**config.mk**
```make
export PLATFORM = sky130hd
export DESIGN_NAME = serial_shift_unit
export DESIGN_NICKNAME = d
export VERILOG_FILES = /design/src/rtl/shift_pkg.sv /design/src/rtl/shift_step.sv /design/src/rtl/serial_shift_unit.sv
export SDC_FILE = /design/constraint.sdc
export NUM_CORES = 1
export LEC_CHECK = 0
export CAP_MARGIN = 20
export CELL_PAD_IN_SITES_DETAIL_PLACEMENT = 1
export CELL_PAD_IN_SITES_GLOBAL_PLACEMENT = 1
export CORE_MARGIN = 2
export CORE_UTILIZATION = 29
export DETAILED_ROUTE_END_ITERATION = 8
export PLACE_DENSITY = 0.73
export SLEW_MARGIN = 20
export SYNTH_ARGS = -nofsm -noshare
export SYNTH_HDL_FRONTEND = slang
export SYNTH_SLANG_ARGS = --single-unit
```
**constraint.sdc**
```tcl
create_clock -name clock -period 1.1 [get_ports clock]
set_clock_uncertainty 0.1 [all_clocks]
set_input_delay 0.22 -clock clock [delete_from_list [all_inputs] [get_ports clock]]
set_output_delay 0.22 -clock clock [all_outputs]
set_load 0.03 [all_outputs]
```
**src/rtl/shift_pkg.sv**
```systemverilog
// Shared encodings for the serial shift unit: operation modes and the controller states.
package shift_pkg;

    localparam logic [1:0] MODE_LOGICAL = 2'b00;
    localparam logic [1:0] MODE_ARITH   = 2'b01;
    localparam logic [1:0] MODE_ROTATE  = 2'b10;

    typedef enum logic [1:0] {
        IDLE  = 2'b00,
        SHIFT = 2'b01,
        DONE  = 2'b10
    } state_e;

endpackage

```
**src/rtl/shift_step.sv**
```systemverilog
// One-bit-position shift/rotate step; returns the shifted word and the bit pushed out.
module shift_step
    import shift_pkg::*;
#(
    parameter int unsigned WIDTH = 4
) (
    input  logic [WIDTH-1:0] data,
    input  logic             right_shift,
    input  logic [1:0]       mode,
    output logic [WIDTH-1:0] next_data,
    output logic             out_bit
);

    logic fill;

    always_comb begin
        fill      = 1'b0;
        next_data = data;
        out_bit   = 1'b0;
        if (right_shift) begin
            out_bit = data[0];
            case (mode)
                MODE_ARITH:  fill = data[WIDTH-1];
                MODE_ROTATE: fill = data[0];
                default:     fill = 1'b0;
            endcase
            next_data = {fill, data[WIDTH-1:1]};
        end else begin
            out_bit   = data[WIDTH-1];
            // Arithmetic left is the same as logical left.
            fill      = (mode == MODE_ROTATE) ? data[WIDTH-1] : 1'b0;
            next_data = {data[WIDTH-2:0], fill};
        end
    end

endmodule

```
**src/rtl/serial_shift_unit.sv**
```systemverilog
// Multi-cycle shifter: moves one bit position per clock, with start/busy/done handshake.
module serial_shift_unit
    import shift_pkg::*;
#(
    parameter int unsigned WIDTH   = 4,
    parameter int unsigned SHAMT_W = 3
) (
    input  logic               clock,
    input  logic               reset,
    input  logic               start,
    input  logic               right_shift,
    input  logic [1:0]         mode,
    input  logic [WIDTH-1:0]   data_in,
    input  logic [SHAMT_W-1:0] shamt,
    output logic [WIDTH-1:0]   data_out,
    output logic               busy,
    output logic               done,
    output logic               carry_out,
    output logic               zero
);

    state_e             state_q;
    logic [WIDTH-1:0]   data_q;
    logic [SHAMT_W-1:0] cnt_q;
    logic               right_q;
    logic [1:0]         mode_q;
    logic               carry_q;
    logic               busy_q;
    logic               done_q;

    logic [WIDTH-1:0]   step_data;
    logic               step_bit;

    shift_step #(
        .WIDTH(WIDTH)
    ) u_step (
        .data       (data_q),
        .right_shift(right_q),
        .mode       (mode_q),
        .next_data  (step_data),
        .out_bit    (step_bit)
    );

    always_ff @(posedge clock) begin
        if (reset) begin
            state_q <= IDLE;
            data_q  <= '0;
            cnt_q   <= '0;
            right_q <= 1'b0;
            mode_q  <= MODE_LOGICAL;
            carry_q <= 1'b0;
            busy_q  <= 1'b0;
            done_q  <= 1'b0;
        end else begin
            case (state_q)
                IDLE, DONE: begin
                    if (start) begin
                        data_q  <= data_in;
                        right_q <= right_shift;
                        mode_q  <= mode;
                        cnt_q   <= shamt;
                        carry_q <= 1'b0;
                        if (shamt != '0) begin
                            state_q <= SHIFT;
                            busy_q  <= 1'b1;
                            done_q  <= 1'b0;
                        end else begin
                            state_q <= DONE;
                            busy_q  <= 1'b0;
                            done_q  <= 1'b1;
                        end
                    end else begin
                        state_q <= IDLE;
                        busy_q  <= 1'b0;
                        done_q  <= 1'b0;
                    end
                end
                SHIFT: begin
                    // start is deliberately ignored here; latched controls stay fixed.
                    data_q  <= step_data;
                    carry_q <= step_bit;
                    cnt_q   <= cnt_q - SHAMT_W'(1);
                    if (cnt_q == SHAMT_W'(1)) begin
                        state_q <= DONE;
                        busy_q  <= 1'b0;
                        done_q  <= 1'b1;
                    end
                end
                default: begin
                    state_q <= IDLE;
                    busy_q  <= 1'b0;
                    done_q  <= 1'b0;
                end
            endcase
        end
    end

    assign data_out  = data_q;
    assign busy      = busy_q;
    assign done      = done_q;
    assign carry_out = carry_q;
    assign zero      = (data_q == '0);

endmodule

```
==> metrics.md <==
| Metric | Value |
|---|---|
| Status | `finished, violations left` |
| Failing checks | `negative setup slack` |
| Routed wire length | `3556 µm` |
| Clock Root Buffer | `clkbuf_4` |
| Peak VDD IR | `1.119 mV` |
| Net Count, Synth | `100` |
| H-tree depth | `1` |
| Fmax | `692.7 MHz` |
| Syn Inst Count | `85` |
| Grt total ovfl | `0` |
| Final Slew Violations | `0` |
| Kind of critical path | `register to primary output` |
| Num CTS Buffers | `3` |
| Final setup vio count | `21` |
| Via count | `872` |
| EDFF count, synth | `0` |
| Reg2reg end | `data_out[3]$_SDFFE_PP0P_` |
| Gr usage total | `0.2385` |
| Hold-fix buffers at CTS | `0` |
| Slew @ Worst Pin | `0.3086 ns` |
| CP Launch Point | `data_out[1]$_SDFFE_PP0P_` |
| Mapped Area | `713.2 µm²` |
| Vias/cell | `5.416` |
| WP data arrival | `1.12 ns` |
| Distinct cells, synth | `29` |
| Part of the cycle the worst path needs | `1.312` |
| Final Hold Fails | `0` |
| CTS tree | `built` |
| Worst R2R Setup Slack | `-0.19 ns` |
| Fin Hold WS | `0.3867 ns` |
| Clk pin slew, worst setup/hold paths | `0.10 ns` |
| Hold Path Cell Cnt | `2` |
| Register area share after synthesis | `0.3930` |
| Die width | `53.59 µm` |
| Initial antenna violation count | `0` |
| Setup slack after layout | `-0.3437 ns` |
| Ys async rst share | `0` |
| Number of global-route vias before repair | `876` |
| Most frequent cells in the layout | `buf_6 (23), buf_4 (15), clkdlybuf4s50_1 (11)` |
| Commonest non-fill, non-tap cell in the layout | `buf_6` |
| Share of the synthesized area in the top cell type | `0.3930` |
| FP Rows | `17` |
| CP Capture Point | `zero` |
| Global-route wire length before repair | `4698 µm` |
| # nets final | `149` |
| Layout cells sized above 1 | `0.7293` |
| HP Class | `register to register` |
| Number of remaining DRC errors | `0` |
| Routed Antenna Nets | `0` |
| Yosys top cell by area | `dfxtp_1` |
| Number of I/O pins | `21` |
| RSZ-0062 raised after global routing | `true` |
| Number of detailed-route iterations in the first pass | `4` |
| Critical path peak fanout | `5` |
| Slew margin rel. | `0.7927` |
| Critical R2R Launch | `done$_SDFFE_PP0P_` |
| Leakage power | `0.5892 nW` |
| # clock sinks | `14` |
| Critical path required time | `0.78 ns` |
| R2R depth | `4` |
| Worst-case clock buffer depth | `2` |
| Dpl cell area | `1067 µm²` |
| Critical Path Sink Type | `primary output` |
| Pwr dens | `1205 nW/µm²` |
| Synthesized flop and latch total | `14` |
| Max cap viols | `0` |
| Port bufs | `20` |
| Effective utilization at floorplan | `0.3134` |
| Largest cells by area after synthesis | `dfxtp_1 (39%), a21oi_1 (7.0%), nand2_1 (6.8%), a311oi_1 (3.7%), ha_1 (3.5%)` |
| Core Region | `2276 µm²` |
| Placer Congestion | `0.8101` |
| Startpoint Class | `register` |
| Final Critical Period | `1.444 ns` |
| Count of warnings emitted by yosys | `0` |
| Largest net degree at the start of global routing | `13` |
| Area Overhead vs Synth | `110.9%` |
| Fin area | `1504 µm²` |
| Ant diodes | `0` |
| Detailed Route Iter0 Violations | `12` |
| Drt wl/cell | `22.09 µm` |
| Die height | `53.59 µm` |
| Post-Synthesis Mean Instance Area | `8.390 µm²` |
| Ys flop type | `dfxtp_1` |
| Post-DP HPWL | `1740 µm` |
| Worst skew pair latency | `0.30 ns` |
| Die area | `2872 µm²` |
==> how the worst min path moves through the flow <==
stage                                          end                   start  slack, ns
after CTS                   mode_q[1]$_SDFFE_PP0P_                 mode[1]       0.37
final                       carry_out$_SDFFE_PP0P_  carry_out$_SDFFE_PP0P_       0.39
after detailed placement         busy$_SDFFE_PP0P_       busy$_SDFFE_PP0P_       0.37
after floorplan           data_out[0]$_SDFFE_PP0P_                   reset       0.18
after global routing        mode_q[1]$_SDFFE_PP0P_                 mode[1]       0.40
after global placement      mode_q[1]$_SDFFE_PP0P_  mode_q[1]$_SDFFE_PP0P_       0.36
==> registers in the layout (all words and copies together), names as in the netlist <==
signal     cells
data_out       4
busy           1
right_q        1
mode_q         2
state_q        1
done           1
cnt_q          3
carry_out      1
==> report_power, final <==
group	internal [mW]	leakage [nW]	switching, mW
Clock	0.202	0.0210	0.204
Sequential	0.557	0.121	0.0643
Combinational	0.411	0.447	0.373
==> critical path: stages (launching register included) <==
cell and delay [ns]:
dfxtp_4 0.38, nor4_4 0.28, buf_6 0.17
==> repair_timing <==
item                                    in CTS  in global routing
setup buffers                                4                  6
endpoints found under the setup margin      22                 22
gates cloned                                 0                  0
pin swaps                                   15                 17
gates resized for setup                     56                 31
==> metrics by stage <==
| stage | TNS (ns) | setup WS, ns | std cells | utilization | total power, mW |
|---|---|---|---|---|---|
| 2_1_floorplan | -0.8277 | -0.2023 | 85 | - | 0.8738 |
| 3_3_place_gp | -5.469 | -0.4296 | 147 | 0.4689 | 1.071 |
| 3_5_place_dp | -6.059 | -0.4873 | 147 | 0.4689 | 1.090 |
| 4_1_cts | -1.150 | -0.3273 | 155 | 0.5827 | 1.637 |
| 5_1_grt | -3.231 | -0.3984 | 161 | 0.6608 | 1.896 |
| 6_report | -2.292 | -0.3437 | 161 | 0.6608 | 1.812 |
==> cells by family (layout without fill, tap and decap cells) <==
| logic type | after synthesis | after routing | synth area share |
|---|---|---|---|
| simple gates | 33 | 33 | 0.2351 |
| fa+ha+maj | 2 | 2 | 0.03508 |
| buf+inv | 11 | 59 | 0.07894 |
| flops | 14 | 14 | 0.3930 |
| compound gates | 25 | 25 | 0.2579 |
==> layout make-up <==
type	instances	area (µm²)
clock buffers	4	36.28
fillers	249	772.0
inverters	5	18.77
multi-input cells	60	614.3
flip-flops and latches	14	309.0
well taps	28	35.03
repair buffers	50	490.5
==> synth_stat cells (2+ instances only) <==
| master | count |
|---|---|
| ha_1 | 2 |
| a311oi_1 | 3 |
| nor2_1 | 2 |
| a32oi_1 | 2 |
| nand3_1 | 4 |
| buf_2 | 3 |
| inv_1 | 5 |
| a211oi_1 | 2 |
| nand2_1 | 13 |
| a221oi_1 | 2 |
| a21oi_1 | 10 |
| nor2b_1 | 4 |
| nand2b_1 | 4 |
| dfxtp_1 | 14 |
==> metal layers <==
layer	vias up	GRT usage	share of wire
met3	10	0.05000	0.044
met1	439	0.2845	0.39
met5	-	0	0
met2	25	0.4300	0.54
met4	0	0.06410	0.028
li1	398	-	-
No activity file was read; power rests on OpenSTA's default activity.
